File: src/rtl/seq_mul_dot_acc.sv
// Saturating dot-product accumulator fed by the sequential 4x4 multiplier.
// Sums N_TERMS products and presents each result on a one-deep valid/ready register.
module seq_mul_dot_acc #(
  parameter int unsigned N_TERMS = 4,
  parameter int unsigned ACC_W   = 16
) (
  input  logic             clk,
  input  logic             rst,
  input  logic             clear,
  input  logic             prod_valid,
  input  logic [7:0]       prod_data,
  output logic             prod_ready,
  output logic             sum_valid,
  input  logic             sum_ready,
  output logic [ACC_W-1:0] sum_data,
  output logic             sum_sat,
  output logic [3:0]       term_idx
);

  localparam logic [3:0] LastIdx = 4'(N_TERMS - 1);

  logic [ACC_W-1:0] acc_q, acc_d;
  logic             acc_sat_q, acc_sat_d;
  logic [3:0]       idx_q, idx_d;
  logic             sum_valid_q, sum_valid_d;
  logic [ACC_W-1:0] sum_data_q, sum_data_d;
  logic             sum_sat_q, sum_sat_d;

  logic             is_last;
  logic             out_free;
  logic             accept;
  logic [ACC_W:0]   raw;
  logic [ACC_W-1:0] nxt;
  logic             nxt_sat;

  // One extra bit catches the carry that triggers clamping.
  assign raw     = {1'b0, acc_q} + {{(ACC_W + 1 - 8){1'b0}}, prod_data};
  assign nxt     = raw[ACC_W] ? {ACC_W{1'b1}} : raw[ACC_W-1:0];
  assign nxt_sat = raw[ACC_W] | acc_sat_q;

  assign is_last    = (idx_q == LastIdx);
  assign out_free   = !sum_valid_q || sum_ready;
  // Only the final term needs the output slot; earlier terms flow regardless.
  assign prod_ready = !clear && !(is_last && !out_free);
  assign accept     = prod_valid && prod_ready;

  always_comb begin
    acc_d       = acc_q;
    acc_sat_d   = acc_sat_q;
    idx_d       = idx_q;
    sum_valid_d = sum_valid_q;
    sum_data_d  = sum_data_q;
    sum_sat_d   = sum_sat_q;

    if (sum_valid_q && sum_ready) begin
      sum_valid_d = 1'b0;
    end

    if (clear) begin
      acc_d     = '0;
      acc_sat_d = 1'b0;
      idx_d     = '0;
    end else if (accept) begin
      if (is_last) begin
        sum_data_d  = nxt;
        sum_sat_d   = nxt_sat;
        sum_valid_d = 1'b1;
        acc_d       = '0;
        acc_sat_d   = 1'b0;
        idx_d       = '0;
      end else begin
        acc_d     = nxt;
        acc_sat_d = nxt_sat;
        idx_d     = idx_q + 4'd1;
      end
    end
  end

  always_ff @(posedge clk) begin
    if (rst) begin
      acc_q       <= '0;
      acc_sat_q   <= 1'b0;
      idx_q       <= '0;
      sum_valid_q <= 1'b0;
      sum_data_q  <= '0;
      sum_sat_q   <= 1'b0;
    end else begin
      acc_q       <= acc_d;
      acc_sat_q   <= acc_sat_d;
      idx_q       <= idx_d;
      sum_valid_q <= sum_valid_d;
      sum_data_q  <= sum_data_d;
      sum_sat_q   <= sum_sat_d;
    end
  end

  assign sum_valid = sum_valid_q;
  assign sum_data  = sum_data_q;
  assign sum_sat   = sum_sat_q;
  assign term_idx  = idx_q;

endmodule

File: config.mk
export PLATFORM = sky130hd
export DESIGN_NAME = seq_mul_dot_acc
export DESIGN_NICKNAME = d
export VERILOG_FILES = /design/src/rtl/seq_mul_dot_acc.sv
export SDC_FILE = /design/constraint.sdc
export NUM_CORES = 1
export LEC_CHECK = 0
export BUFFER_PORTS_ARGS = -buffer_cell sky130_fd_sc_hd__buf_4
export CORE_MARGIN = 4
export CORE_UTILIZATION = 52
export CTS_BUF_LIST = sky130_fd_sc_hd__clkbuf_8
export CTS_CLUSTER_SIZE = 30
export DETAILED_ROUTE_END_ITERATION = 16
export GPL_TIMING_DRIVEN = 1
export PLACE_DENSITY = 0.8
export SYNTH_ARGS = -nofsm -noshare
export SYNTH_HDL_FRONTEND = slang
export SYNTH_SLANG_ARGS = --single-unit
File: constraint.sdc
create_clock -name clk -period 2 [get_ports clk]
set_input_delay 0.1 -clock clk [delete_from_list [all_inputs] [get_ports clk]]
set_output_delay 0.1 -clock clk [all_outputs]
set_load 0.01 [all_outputs]
==> results.cfg <==
[status]
status = finished with violations
violations = negative setup slack

[setup_path]
cp-end-kind = flop
start_kind = flop
crit_type = reg -> reg
cp.required_ns = 2.19
cp.arrival_ns = 2.37
critical_path.max_fanout = 5

[detailed_routing]
vias_per_cell = 5.93
drc = 0
postRouteAntennaNets = 0
vias = 2063
drt_iter0_drc = 141
wirelength_um = 6100
drtPass1Iterations = 5
wl_per_cell_um = 17.5

[timing]
finClkSkew_ns = 0.00742
min_period_ns = 2.18
maxSlewHeadroom_pct = 39.5
fin_crit_sh_pct = 109
setup_ws_ns = -0.180
finalSetupTns_ns = -4.55
drv_slew = 0
final_hold_viol_count = 0
rsz0062_at_grt = true
worst_slew_pin_slew_ns = 0.901
finalSetupViolations = 34
fmax_ghz = 0.459

[grt]
track_usage_pct = 25.2
use_met3_pct = 7.39
use_met2_pct = 40.8
first_global_vias = 2048
grt_overflow = 0
antenna_found_initial = 0
grt_max_degree = 21
grt_use_met1_pct = 30.4
busiest_layer = met2
grt_first_pass_wirelength_um = 9720

[placed_design]
pre_cts_slack_ns = -0.240
gp_congestion = 0.899
post_dp_cell_area_um2 = 2590
dp_hpwl_um = 3900
place_inst = 336
io_buffer_count = 35

[final_layout]
design_area_um2 = 2910
final_cell_count_no_fill = 348
nFillCells = 249
fin_nets = 322
drive_gt1_share_pct = 40.0
area.growth.synth_to_final_pct = 47.2
final_util_pct = 79.4
antenna_cells = 0

[synthesis]
synthDistinctLibCells = 47
seq_area_frac_synth_pct = 39.6
ys_ff_latch = 39
synth_nets = 255
syn_avg_cell_area_um2 = 8.50
yosys_warnings = 0
synth_edf_count = 0
synthArstFlopShare_pct = 0
yosysMostFrequentCell = dfxtp_1
netlist_instances = 232
synthesis.area_um2 = 1970
synth_top_area_cell = dfxtp_1
synth_top_area_share_pct = 39.6
synth_flop_cell = dfxtp_1
netlist_top_cells_area = dfxtp_1, ha_1, a21oi_1
synth_commonest_cells = dfxtp_1, nor2_1, a21oi_1, nand2_1, o21ai_0

[cts]
clkLatencyLatePin_ns = 0.30
cts_buffer_depth = 2
hold_buffers = 0
cts.sinks = 39
clk_pin_slew_ns = 0.08
cts_tree = yes
cts-root-buf = clkbuf_8
htreeDepth = 2
numCtsBuffers = 5

[hold_path]
hold_class = in -> reg

[die]
die_x_um = 69.6
dieHeight_um = 69.6
initial_core_util_pct = 53.9
die-area_um2 = 4840
io_pins = 36
fp-row-count = 22
core-area_um2 = 3660

[power_and_ir_drop]
p_leak_uw = 0.00117
vdd_drop_max_v = 0.000598
p_per_area_nw_per_um2 = 619

[flow_run]
maxCapViolCount = 0
[registers in the layout, indices dropped and copies added, names as in the netlist]
signal	cells
acc_q	16
acc_sat_q	1
sum_data	16
sum_sat	1
sum_valid	1
term_idx	4
[per-stage QoR]
step                      hold slack [ns]  total power, µW
after floorplan                     0.244              918
after global placement              0.443              986
after detailed placement            0.445              990
after CTS                           0.130             1780
after global routing                0.171             1850
final                               0.157             1800
[area by class of cell]
class	instances	area [µm²]	share of cell area (%)
timing repair buffer	69	536	18.4
tap	48	60.1	2.07
clock inverter	3	63.8	2.20
sequential	39	785	27.0
multi-input combinational	180	1380	47.4
clock buffer	5	68.8	2.37
inverter	4	15.0	0.517
[final timing paths]
kind	from	to	slack, ns	cells after the start
max reg2reg	acc_q[0]$_SDFFE_PP0P_	acc_q[11]$_SDFFE_PP0P_	-0.18	8
min reg2reg	sum_data[10]$_SDFFE_PP0P_	sum_data[10]$_SDFFE_PP0P_	0.46	2
min	rst	sum_data[4]$_SDFFE_PP0P_	0.16	2
max	acc_q[0]$_SDFFE_PP0P_	acc_q[11]$_SDFFE_PP0P_	-0.18	8
[metal layers]
layer	wire (µm)	share of wire, %
met1	2470	40
met2	3070	50
met3	455	7.5
met4	105	1.7
met5	0	0
[kinds of logic (layout without fill, tap and decap cells)]
| logic type | after synthesis | in the layout | synth area share [%] |
|---|---|---|---|
| simple gates | 86 | 86 | 21.7 |
| compound gates | 74 | 74 | 24.7 |
| flops | 39 | 39 | 39.6 |
| buf+inv | 13 | 81 | 2.85 |
| fa+ha+maj | 10 | 10 | 6.72 |
| xor+xnor | 10 | 10 | 4.44 |
[report_power, final]
part	switching, µW	total [µW]	internal [µW]
combinational	116	219	103
clock	300	794	494
sequential	4.12	785	781
[timing repair]
item                                    CTS  global route
buffers inserted                          3             1
gates resized for setup                  19            16
endpoints found under the setup margin   34            35
cloned                                    1             0
pin swaps                                14            12
[placed cells by master (no fill, tap or decap), drive strengths merged, types with 3 or more instances in the layout]
cell type and instances:
ha 9, nor2 26, nand2 21, o211ai 3
dfxtp 39, a221oi 3, nand3 8, o21ai 15
nor3 8, buf 69, nor2b 5, a211oi 12
a21o 6, inv 5, a21oi 21, clkbuf 5
and3 4, xnor2 6, o31ai 3, xor2 4
[worst max-delay path, cell delays in order (launching register included)]
cell	delay [ns]
dfxtp_2	0.34
ha_4	0.16
fa_2	0.35
a21o_1	0.21
a221oi_4	0.34
o21ai_4	0.12
nand2b_1	0.19
o21ai_1	0.11
a22o_1	0.24
Power figures use the tool's default switching activity.
